**src/rtl/uart_pkg.sv**
```systemverilog
`default_nettype none
// ============================================================================
// Module   : uart_pkg
// Purpose  : Shared constants for the oversampling UART receiver: FSM state
//            encoding, default clock / line rates and the divisor helper.
// Revision : 1.0  initial release
// ============================================================================
package uart_pkg;

    // Board defaults: 100 MHz system clock, 9600 bit/s line
    localparam int DEFAULT_CLK_FREQ = 100_000_000;
    localparam int DEFAULT_BAUD     = 9600;

    // Receiver FSM state encoding
    localparam int               STATE_W      = 3;
    localparam logic [STATE_W-1:0] ST_WAIT_IDLE = 3'd0;
    localparam logic [STATE_W-1:0] ST_IDLE      = 3'd1;
    localparam logic [STATE_W-1:0] ST_START     = 3'd2;
    localparam logic [STATE_W-1:0] ST_DATA      = 3'd3;
    localparam logic [STATE_W-1:0] ST_STOP      = 3'd4;

    // Clocks per sample tick, truncated toward zero
    function automatic int calc_div(input int clk_freq, input int baud, input int oversample);
        return clk_freq / (baud * oversample);
    endfunction

endpackage
`default_nettype wire

```
**src/rtl/uart_baud_tick.sv**
```systemverilog
`default_nettype none
// ============================================================================
// Module   : uart_baud_tick
// Purpose  : Free-running divide-by-DIV counter producing a one-cycle sample
//            tick at count DIV-1. A synchronous clear lets the receiver align
//            tick phase to the falling edge of each start bit.
// Revision : 1.0  initial release
// ============================================================================
module uart_baud_tick #(
    parameter int DIV = 651
) (
    input  logic clk,
    input  logic rst,
    input  logic clr,
    output logic tick
);

    localparam int               CNT_W   = (DIV > 1) ? $clog2(DIV) : 1;
    localparam logic [CNT_W-1:0] CNT_MAX = CNT_W'(DIV - 1);

    logic [CNT_W-1:0] r_cnt;

    // Divider counter: wraps at DIV-1, forced to zero while clear is held
    always_ff @(posedge clk or posedge rst) begin
        if (rst) begin
            r_cnt <= '0;
        end else if (clr || (r_cnt == CNT_MAX)) begin
            r_cnt <= '0;
        end else begin
            r_cnt <= r_cnt + 1'b1;
        end
    end

    assign tick = (r_cnt == CNT_MAX);

endmodule
`default_nettype wire

```
**src/rtl/uart_rx_core.sv**
```systemverilog
`default_nettype none
// ============================================================================
// Module   : uart_rx_core
// Purpose  : 8N1 LSB-first oversampling UART receiver with start-bit glitch
//            rejection, 3-sample majority vote, framing-error detection and
//            a valid/ack holding register with overrun indication.
// Revision : 1.0  initial release
// ============================================================================
module uart_rx_core
    import uart_pkg::*;
#(
    parameter int CLK_FREQ   = DEFAULT_CLK_FREQ,
    parameter int BAUD       = DEFAULT_BAUD,
    parameter int OVERSAMPLE = 16
) (
    input  logic       CLK_100MHz,
    input  logic       RST,
    input  logic       Rx,
    input  logic       RxAck,
    output logic [7:0] RxData,
    output logic       RxValid,
    output logic       RxFrameErr,
    output logic       RxOverrun,
    output logic       RxBusy
);

    // Clocks per sample tick and the three mid-bit sample positions
    localparam int                DIV    = calc_div(CLK_FREQ, BAUD, OVERSAMPLE);
    localparam int                SCNT_W = $clog2(OVERSAMPLE);
    localparam logic [SCNT_W-1:0] SAMP_A = SCNT_W'(OVERSAMPLE / 2 - 1);
    localparam logic [SCNT_W-1:0] SAMP_B = SCNT_W'(OVERSAMPLE / 2);
    localparam logic [SCNT_W-1:0] SAMP_C = SCNT_W'(OVERSAMPLE / 2 + 1);

    generate
        if (!((OVERSAMPLE == 8) || (OVERSAMPLE == 16)) || (DIV < 2)) begin : g_param_check
            $error("uart_rx_core: OVERSAMPLE must be 8 or 16 and the derived divisor at least 2");
        end
    endgenerate

    // ------------------------------------------------------------------------
    // Signals
    // ------------------------------------------------------------------------
    logic                r_sync1;
    logic                r_rx_s;
    logic [STATE_W-1:0]  r_state;
    logic [STATE_W-1:0]  w_state_next;
    logic                w_tick;
    logic [SCNT_W-1:0]   r_scnt;
    logic                r_samp_a;
    logic                r_samp_b;
    logic                w_vote;
    logic                w_decide;
    logic [2:0]          r_bidx;
    logic [7:0]          r_shreg;
    logic [7:0]          r_rx_data;
    logic                r_rx_valid;
    logic                r_frame_err;
    logic                r_overrun;

    // FSM-decoded controls
    logic                w_busy;
    logic                w_cnt_clr;
    logic                w_bit_start;
    logic                w_bit_shift;
    logic                w_frame_ok;
    logic                w_frame_bad;

    // ------------------------------------------------------------------------
    // Input synchronizer; flops idle high so reset does not look like a start
    // ------------------------------------------------------------------------
    // Two-flop synchronizer for the asynchronous serial pin
    always_ff @(posedge CLK_100MHz or posedge RST) begin
        if (RST) begin
            r_sync1 <= 1'b1;
            r_rx_s  <= 1'b1;
        end else begin
            r_sync1 <= Rx;
            r_rx_s  <= r_sync1;
        end
    end

    // ------------------------------------------------------------------------
    // Sample tick generator, cleared while idle so each frame starts in phase
    // ------------------------------------------------------------------------
    uart_baud_tick #(
        .DIV (DIV)
    ) u_baud_tick (
        .clk  (CLK_100MHz),
        .rst  (RST),
        .clr  (w_cnt_clr),
        .tick (w_tick)
    );

    // ------------------------------------------------------------------------
    // Sample counter and majority voter
    // ------------------------------------------------------------------------
    // Count ticks within the current bit; wraps naturally every OVERSAMPLE ticks
    always_ff @(posedge CLK_100MHz or posedge RST) begin
        if (RST) begin
            r_scnt <= '0;
        end else if (w_cnt_clr) begin
            r_scnt <= '0;
        end else if (w_tick) begin
            r_scnt <= r_scnt + 1'b1;
        end
    end

    // Capture the first two of the three mid-bit samples
    always_ff @(posedge CLK_100MHz or posedge RST) begin
        if (RST) begin
            r_samp_a <= 1'b1;
            r_samp_b <= 1'b1;
        end else if (w_tick) begin
            if (r_scnt == SAMP_A) r_samp_a <= r_rx_s;
            if (r_scnt == SAMP_B) r_samp_b <= r_rx_s;
        end
    end

    // The third sample is the live synchronized value on the decision tick
    assign w_vote   = (r_samp_a & r_samp_b) | (r_samp_a & r_rx_s) | (r_samp_b & r_rx_s);
    assign w_decide = w_tick && (r_scnt == SAMP_C);

    // ------------------------------------------------------------------------
    // Receiver FSM
    // ------------------------------------------------------------------------
    // State register
    always_ff @(posedge CLK_100MHz or posedge RST) begin
        if (RST) begin
            r_state <= ST_WAIT_IDLE;
        end else begin
            r_state <= w_state_next;
        end
    end

    // Next-state logic
    always_comb begin
        w_state_next = r_state;
        case (r_state)
            ST_WAIT_IDLE: if (w_tick && r_rx_s)                   w_state_next = ST_IDLE;
            ST_IDLE:      if (!r_rx_s)                            w_state_next = ST_START;
            ST_START:     if (w_decide)                           w_state_next = w_vote ? ST_IDLE : ST_DATA;
            ST_DATA:      if (w_decide && (r_bidx == 3'd7))       w_state_next = ST_STOP;
            ST_STOP:      if (w_decide)                           w_state_next = w_vote ? ST_IDLE : ST_WAIT_IDLE;
            default:                                              w_state_next = ST_WAIT_IDLE;
        endcase
    end

    // Output decode: busy flag and per-state datapath enables
    always_comb begin
        w_busy      = 1'b0;
        w_cnt_clr   = 1'b0;
        w_bit_start = 1'b0;
        w_bit_shift = 1'b0;
        w_frame_ok  = 1'b0;
        w_frame_bad = 1'b0;
        case (r_state)
            ST_IDLE: begin
                w_cnt_clr = 1'b1;
            end
            ST_START: begin
                w_busy      = 1'b1;
                w_bit_start = w_decide && !w_vote;
            end
            ST_DATA: begin
                w_busy      = 1'b1;
                w_bit_shift = w_decide;
            end
            ST_STOP: begin
                w_busy      = 1'b1;
                w_frame_ok  = w_decide && w_vote;
                w_frame_bad = w_decide && !w_vote;
            end
            default: begin
                w_busy = 1'b0;
            end
        endcase
    end

    // ------------------------------------------------------------------------
    // Data path
    // ------------------------------------------------------------------------
    // Bit index: reset by an accepted start bit, saturates at 7
    always_ff @(posedge CLK_100MHz or posedge RST) begin
        if (RST) begin
            r_bidx <= 3'd0;
        end else if (w_bit_start) begin
            r_bidx <= 3'd0;
        end else if (w_bit_shift && (r_bidx != 3'd7)) begin
            r_bidx <= r_bidx + 3'd1;
        end
    end

    // LSB-first shift register: each voted bit enters at the top
    always_ff @(posedge CLK_100MHz or posedge RST) begin
        if (RST) begin
            r_shreg <= 8'h00;
        end else if (w_bit_shift) begin
            r_shreg <= {w_vote, r_shreg[7:1]};
        end
    end

    // Holding register with ack handshake; a completing byte beats a same-cycle ack
    always_ff @(posedge CLK_100MHz or posedge RST) begin
        if (RST) begin
            r_rx_data   <= 8'h00;
            r_rx_valid  <= 1'b0;
            r_frame_err <= 1'b0;
            r_overrun   <= 1'b0;
        end else begin
            r_frame_err <= w_frame_bad;
            r_overrun   <= w_frame_ok && r_rx_valid && !RxAck;
            if (w_frame_ok) begin
                r_rx_data  <= r_shreg;
                r_rx_valid <= 1'b1;
            end else if (RxAck) begin
                r_rx_valid <= 1'b0;
            end
        end
    end

    assign RxData     = r_rx_data;
    assign RxValid    = r_rx_valid;
    assign RxFrameErr = r_frame_err;
    assign RxOverrun  = r_overrun;
    assign RxBusy     = w_busy;

endmodule
`default_nettype wire
```
**config.mk**
```make
export PLATFORM = sky130hd
export DESIGN_NAME = uart_rx_core
export DESIGN_NICKNAME = d
export VERILOG_FILES = /design/src/rtl/uart_pkg.sv /design/src/rtl/uart_baud_tick.sv /design/src/rtl/uart_rx_core.sv
export SDC_FILE = /design/constraint.sdc
export NUM_CORES = 1
export LEC_CHECK = 0
export ABC_AREA = 1
export BUFFER_PORTS_ARGS = -buffer_cell sky130_fd_sc_hd__buf_2
export CAP_MARGIN = 20
export CORE_ASPECT_RATIO = 1.4
export CORE_MARGIN = 4
export CORE_UTILIZATION = 56
export CTS_CLUSTER_SIZE = 24
export DETAILED_ROUTE_END_ITERATION = 6
export PLACE_DENSITY = 0.75
export SYNTH_ARGS = -nofsm -noshare
export SYNTH_HDL_FRONTEND = slang
export SYNTH_SLANG_ARGS = --single-unit
```
**constraint.sdc**
```tcl
create_clock -name CLK_100MHz -period 1.95 [get_ports CLK_100MHz]
set_input_delay 0.0975 -clock CLK_100MHz [delete_from_list [all_inputs] [get_ports CLK_100MHz]]
set_output_delay 0.0975 -clock CLK_100MHz [all_outputs]
set_load 0.01 [all_outputs]
```
==> results of run 1 <==
==> cells by family after synthesis <==
family,share of synthesized area (%)
AOI/OAI and AO/OA,9.13
xor gates and xnor gates,1.21
adders and majority gates,4.02
buffers and inverters,8.15
DFF,49.6
and+or+nand+nor,27.9
==> worst paths after layout <==
path,start,to
max,u_baud_tick.r_cnt[0],r_state[0]
min,r_sync1,r_rx_s
max reg2reg,u_baud_tick.r_cnt[0],r_state[0]
min reg2reg,r_sync1,r_rx_s
max in group asynchronous,RST,r_samp_a
min in group asynchronous,RST,r_shreg[7]
==> synthesized netlist by cell type, drive strengths merged <==
cell / instances
buf: 3
nor3: 8
dfstp: 4
inv: 40
ha: 7
nand2: 52
o21ai: 25
o22ai: 1
a21oi: 6
nand3b: 2
nand4: 4
nor2: 30
nand3: 22
xor2: 3
nor4: 2
nor3b: 2
dfrtp: 39
o21bai: 1
and3: 1
==> worst reg2reg max path, stage by stage (launching register included) <==
cell and delay (ns):
dfrtp_1 0.44, inv_1 0.10, ha_1 0.20, nand2_1 0.07, nor2_1 0.18, nand3_4 0.12, nor2_8 0.15, nor2_1 0.05
nor2_1 0.18, nand3_1 0.12, nand2_1 0.09
==> metrics by stage <==
stage               power (uW)  instance area [um^2]  instances  utilization (%)
finish                    1620                  2460        320             66.3
global placement           937                  2290        308             61.9
CTS                       1650                  2440        319             65.9
floorplan                  927                  2180        252                -
global route              1690                  2460        320             66.3
detailed placement         937                  2290        308             61.9
==> sequential cells by signal, indices dropped and copies added, names as in the netlist, 3 cells and up <==
signal	cells
u_baud_tick.r_cnt	10
RxData	8
r_scnt	4
r_shreg	8
r_bidx	3
r_state	3
==> cell usage in the layout, fill, tap and decap left out, types with 2 or more instances in the layout <==
master and instances:
nor4_1 2, nor2_4 3, buf_2 15, o21ai_1 2, nand2_1 51, xor2_1 3
dfrtp_1 39, dfstp_2 4, nand4_1 4, nor2_1 24, nor3_1 7, nand3_1 20
nor2_2 2, inv_2 5, o21ai_0 15, dlygate4sd3_1 3, clkbuf_8 6, ha_1 7
a21oi_1 6, nor3b_1 2, buf_4 2, inv_1 35, o21ai_2 8, nand3b_1 2
nand3_4 3
==> per-layer routing <==
metal | global-route usage [%] | wire length (um)
met1 | 18.7 | 1540
met4 | 6.72 | 53
met2 | 33.0 | 2110
met3 | 5.03 | 124
met5 | 0 | 0
==> power breakdown <==
part	switching, uW	internal, uW	total, uW
clock	287	414	702
combinational	18.9	7.67	26.6
sequential	1.42	895	896
total	308	1320	1620
==> what timing repair did <==
action	CTS	global route
hold endpoints to repair	42	0
endpoints found under the setup margin	0	1
resized for setup	0	1
hold buffers	3	0
buffers inserted	0	0
==> layout make-up <==
| type | count | area (um^2) |
|---|---|---|
| Fill cell | 328 | 1250 |
| Sequential cell | 43 | 1080 |
| Multi-Input combinational cell | 167 | 938 |
| Inverter | 40 | 150 |
| Timing Repair Buffer | 20 | 120 |
| Clock buffer | 6 | 82.6 |
| Tap cell | 42 | 52.6 |
| Clock inverter | 2 | 35.0 |
==> impl_metrics.json, run 1 <==
{
  "viasPerCell": 5.20,
  "ctsRootBufferMaster": "clkbuf_8",
  "yosys.cell_types.count": 29,
  "syn_inst": 252,
  "route.detailed.wl_per_inst_um": 12.0,
  "num_rows": 26,
  "drv_cap": 0,
  "area_growth_pct": 12.9,
  "whs_path_depth": 0,
  "cts_num_sinks": 43,
  "min_period_ns": 1.77,
  "gp_congestion": 0.880,
  "antenna_found_initial": 0,
  "grt_first_pass_wirelength_um": 6780,
  "htree_levels": 2,
  "cp_top_family": "simple AND/OR/NAND/NOR gates",
  "required_ns": 2.19,
  "die_h_um": 81.8,
  "cts_tree": "built",
  "fin_setup_tns_ns": 0,
  "clock_latency_ns": 0.29,
  "dp_hpwl_um": 2800,
  "status": "finished, final reports clean",
  "power.density_mw_per_mm2": 660,
  "min_path_type": "register to register",
  "ys_seq_elements": 43,
  "place_ws_ns": 0.193,
  "worstSetupPathDepth": 10,
  "wirelength_um": 3830,
  "finalCritPeriodShare_pct": 90.9,
  "critPathBufInv": 1,
  "synthesis.area_mm2": 0.00218,
  "drive_above_1_share_pct": 19.1,
  "grt.total_usage_pct": 17.9,
  "timing.fmax_mhz": 564,
  "clock_skew_ns": 0.00861,
  "finalSetupViolations": 0,
  "dr.pass1.iters": 4,
  "grt_max_degree": 44,
  "slew_violations": 0,
  "reg2regPathDepth": 10,
  "globalRouteOverflowTotal": 0,
  "yosysWarnings": 0,
  "timing.slew.headroom_pct": 65.7,
  "cts_buffers": 5,
  "first_iter_violations": 55,
  "synth_area_leaders": "dfrtp_1 (45%), nand2_1 (8.8%), inv_1 (6.0%)",
  "slowest_delay_ns": 0.44,
  "regToRegSetupSlack_ns": 0.18,
  "clock_path_buffers": 2,
  "yosys.area.top_type_share_pct": 44.8,
  "path_clk_slew_ns": 0.08,
  "finalHoldViolCount": 0,
  "cp_max_fo": 6,
  "start_util_pct": 58.8,
  "mappedNetlistNets": 263,
  "fin_nets": 288,
  "ir_drop_mv": 0.586,
  "ant_nets": 0,
  "leakagePower_uw": 0.00119,
  "cp_common_cell": "nor2_1",
  "num_vias": 1663,
  "worstSetupPathType": "register to register",
  "dieArea_mm2": 0.00497,
  "worst_hold_slack_ns": 0.359,
  "drc": 0,
  "rsz0062_at_grt": "no",
  "synth_area_leader_cell": "dfrtp_1",
  "ys_seq_area_share_pct": 49.6,
  "antenna_cells": 0,
  "endpoint_kind": "register",
  "startpoint_type": "register",
  "pin_count": 16,
  "cp_slowest_cell": "dfrtp_1",
  "die_x_um": 60.7,
  "core_mm2": 0.00371,
  "crit_chain": "inv_1 -> ha_1 -> nand2_1 -> nor2_1 -> nand3_4 -> nor2_8 -> nor2_1 -> nor2_1 -> nand3_1 -> nand2_1",
  "finalWorstSetupSlack_ns": 0.177,
  "worst_pin_slew_ns": 0.514,
  "grt_pass1_vias": 1662,
  "port_buffers": 15,
  "worstPathArrival_ns": 2.01,
  "synth.avg_cell_area_um2": 8.65
}
No activity file was read; power rests on OpenSTA's default activity.
==> inputs of run 2 (changes only) <==
--- a/config.mk
+++ b/config.mk
@@ -9,11 +9,12 @@
 export BUFFER_PORTS_ARGS = -buffer_cell sky130_fd_sc_hd__buf_2
 export CAP_MARGIN = 20
 export CORE_ASPECT_RATIO = 1.4
-export CORE_MARGIN = 4
+export CORE_MARGIN = 5
 export CORE_UTILIZATION = 56
 export CTS_CLUSTER_SIZE = 24
 export DETAILED_ROUTE_END_ITERATION = 6
 export PLACE_DENSITY = 0.75
+export SETUP_SLACK_MARGIN = 0.5
 export SYNTH_ARGS = -nofsm -noshare
 export SYNTH_HDL_FRONTEND = slang
 export SYNTH_SLANG_ARGS = --single-unit
==> run 2 against run 1 <==
  * Clock-buffer cell count down 1
  * Critical path depth unchanged
  * Routed wire length is 33% higher
  * Total power shrank 0.53%
  * Global-route usage is 0.18 points lower
  * Critical path type unchanged
  * Highest routed layer unchanged
==> impl_metrics.json, run 2 (synthesized netlist as in run 1, its figures left out) <==
{
  "required_ns": 2.14,
  "clockPowerShare_pct": 42.7,
  "first_iter_violations": 108,
  "timing.fmax_mhz": 630,
  "drc": 0,
  "post-place-cells": 308,
  "placed_cell_area_mm2": 0.00230,
  "fin_setup_tns_ns": 0,
  "viasPerCell": 5.50,
  "ant_nets": 0,
  "timing.slew.headroom_pct": 65.1,
  "dieArea_mm2": 0.00526,
  "finalSetupViolations": 0,
  "leakagePower_uw": 0.00129,
  "dp_hpwl_um": 2880,
  "grt_first_pass_wirelength_um": 7580,
  "r2r_start": "u_baud_tick.r_cnt[0]",
  "clock_skew_ns": 0.0122,
  "port_buffers": 15,
  "die_x_um": 62.7,
  "cts_num_sinks": 43,
  "hold_start": "r_sync1",
  "regMostFlops": "u_baud_tick.r_cnt",
  "finalHoldViolCount": 0,
  "cts_tree": "built",
  "rsz0062_at_grt": "yes",
  "core_mm2": 0.00371,
  "die_h_um": 83.8,
  "fin_area_mm2": 0.00288,
  "area_growth_pct": 32.1,
  "wirelength_um": 5080,
  "grt_max_degree": 44,
  "cts_buffers": 5,
  "num_vias": 1849,
  "num_rows": 26,
  "stdcell_count": 336,
  "htree_levels": 2,
  "slew_violations": 0,
  "whs_path_depth": 0,
  "regToRegSetupSlack_ns": 0.36,
  "globalRouteOverflowTotal": 0,
  "finalCritPeriodShare_pct": 81.4,
  "hold_end": "r_rx_s",
  "clock_latency_ns": 0.30,
  "power.total_uw": 1620,
  "min_period_ns": 1.59,
  "dr.pass1.iters": 4,
  "rr_endpoint": "r_scnt[2]",
  "cp_max_fo": 3,
  "startpoint_type": "register",
  "antenna_found_initial": 0,
  "route.detailed.wl_per_inst_um": 15.1,
  "min_path_type": "register to register",
  "path_clk_slew_ns": 0.08,
  "start_util_pct": 58.8,
  "power.switching_uw": 331,
  "reg2regPathDepth": 10,
  "antenna_cells": 0,
  "drv_cap": 0,
  "drive_above_1_share_pct": 40.5,
  "gp_congestion": 0.863,
  "combPwrFrac_pct": 1.8,
  "p_int_uw": 1290,
  "final_common_cell": "nand2_1",
  "sw_frac_of_total_pct": 20.5,
  "grt.total_usage_pct": 17.7,
  "endpoint_kind": "register",
  "fin_nets": 304,
  "grt_pass1_vias": 1690,
  "power.density_mw_per_mm2": 561,
  "ctsRootBufferMaster": "clkbuf_8",
  "ir_drop_mv": 0.660,
  "worstPathArrival_ns": 1.78,
  "p_seq_share_pct": 55.4,
  "status": "finished, final reports clean",
  "pin_count": 16,
  "worstSetupPathType": "register to register",
  "clock_path_buffers": 2,
  "final_cell_mix": "nand2_1 (39), dfrtp_1 (35), inv_1 (29)",
  "worst_pin_slew_ns": 0.523,
  "largest_reg_flops": 10
}
-- run 2: cell types whose count changed in the layout (fill, tap and decap cells not counted), moves of 6 or more --
cell and change:
o21ai_1 +6, buf_4 +8, nand2_1 -12, nand2_2 +8, o21ai_0 -8, nor2_1 -8
nand3_1 -7, inv_1 -6
-- run 2: per-layer routing --
| layer | track usage [%] | vias up | share of wire (%) |
|---|---|---|---|
| met2 | 31.9 | 47 | 57 |
| met1 | 19.7 | 891 | 36 |
| met4 | 8.49 | 0 | 3.2 |
| met5 | 0 | - | 0 |
| li1 | - | 895 | - |
| met3 | 3.23 | 16 | 3.9 |
-- run 2: stage by stage --
stage / hold WS (ns) / setup WS [ns] / utilization [%]
6_report: 0.362 / 0.362 / 77.7
5_1_grt: 0.367 / 0.267 / 77.7
4_1_cts: 0.363 / 0.452 / 70.9
3_5_place_dp: 0.204 / 0.256 / 62.1
3_3_place_gp: 0.202 / 0.315 / 62.1
2_1_floorplan: 0.102 / 0.446 / -
-- run 2: critical path, cell delays in order, from the launching register on --
cell	delay, ns
dfrtp_1	0.39
inv_2	0.08
ha_4	0.17
buf_6	0.11
nand2_4	0.04
nor2_4	0.11
buf_4	0.13
nand3_4	0.11
nor2_4	0.13
nand2_1	0.06
and3_1	0.17
-- run 2: worst max-delay path by stage --
stage	from	endpoint	slack, ns	depth (start not counted)
after global placement	u_baud_tick.r_cnt[0]	r_scnt[1]	0.31	7
after CTS	u_baud_tick.r_cnt[0]	r_state[1]	0.45	11
after floorplan	u_baud_tick.r_cnt[0]	RxData[0]	0.45	9
after detailed placement	u_baud_tick.r_cnt[0]	RxData[6]	0.26	9
final	u_baud_tick.r_cnt[0]	r_scnt[2]	0.36	10
after global routing	u_baud_tick.r_cnt[0]	r_scnt[2]	0.27	10
-- run 2: final cells by class --
| cell class | instances | area [um^2] |
|---|---|---|
| multi-input cells | 169 | 1220 |
| flip-flops and latches | 43 | 1090 |
| fillers | 245 | 828 |
| repair buffers | 34 | 256 |
| inverters | 40 | 153 |
| clock buffers | 5 | 68.8 |
| well taps | 42 | 52.6 |
| clock inverters | 3 | 43.8 |
-- run 2: power groups by stage --
stage | Clock [uW] | Combinational, uW | Sequential, uW
3_3_place_gp | 0 | 23.4 | 914
5_1_grt | 749 | 34.7 | 896
2_1_floorplan | 0 | 13.8 | 913
4_1_cts | 704 | 30.4 | 896
6_report | 691 | 29.5 | 896
3_5_place_dp | 0 | 23.2 | 914
-- run 2: repair_timing --
action / in CTS / in global routing
pin swaps: 11 / 20
setup buffers: 6 / 7
gates resized for setup: 34 / 46
cloned: 3 / 1
endpoints found under the hold margin: 42 / 0
hold buffers: 3 / 0
endpoints found under the setup margin: 41 / 41
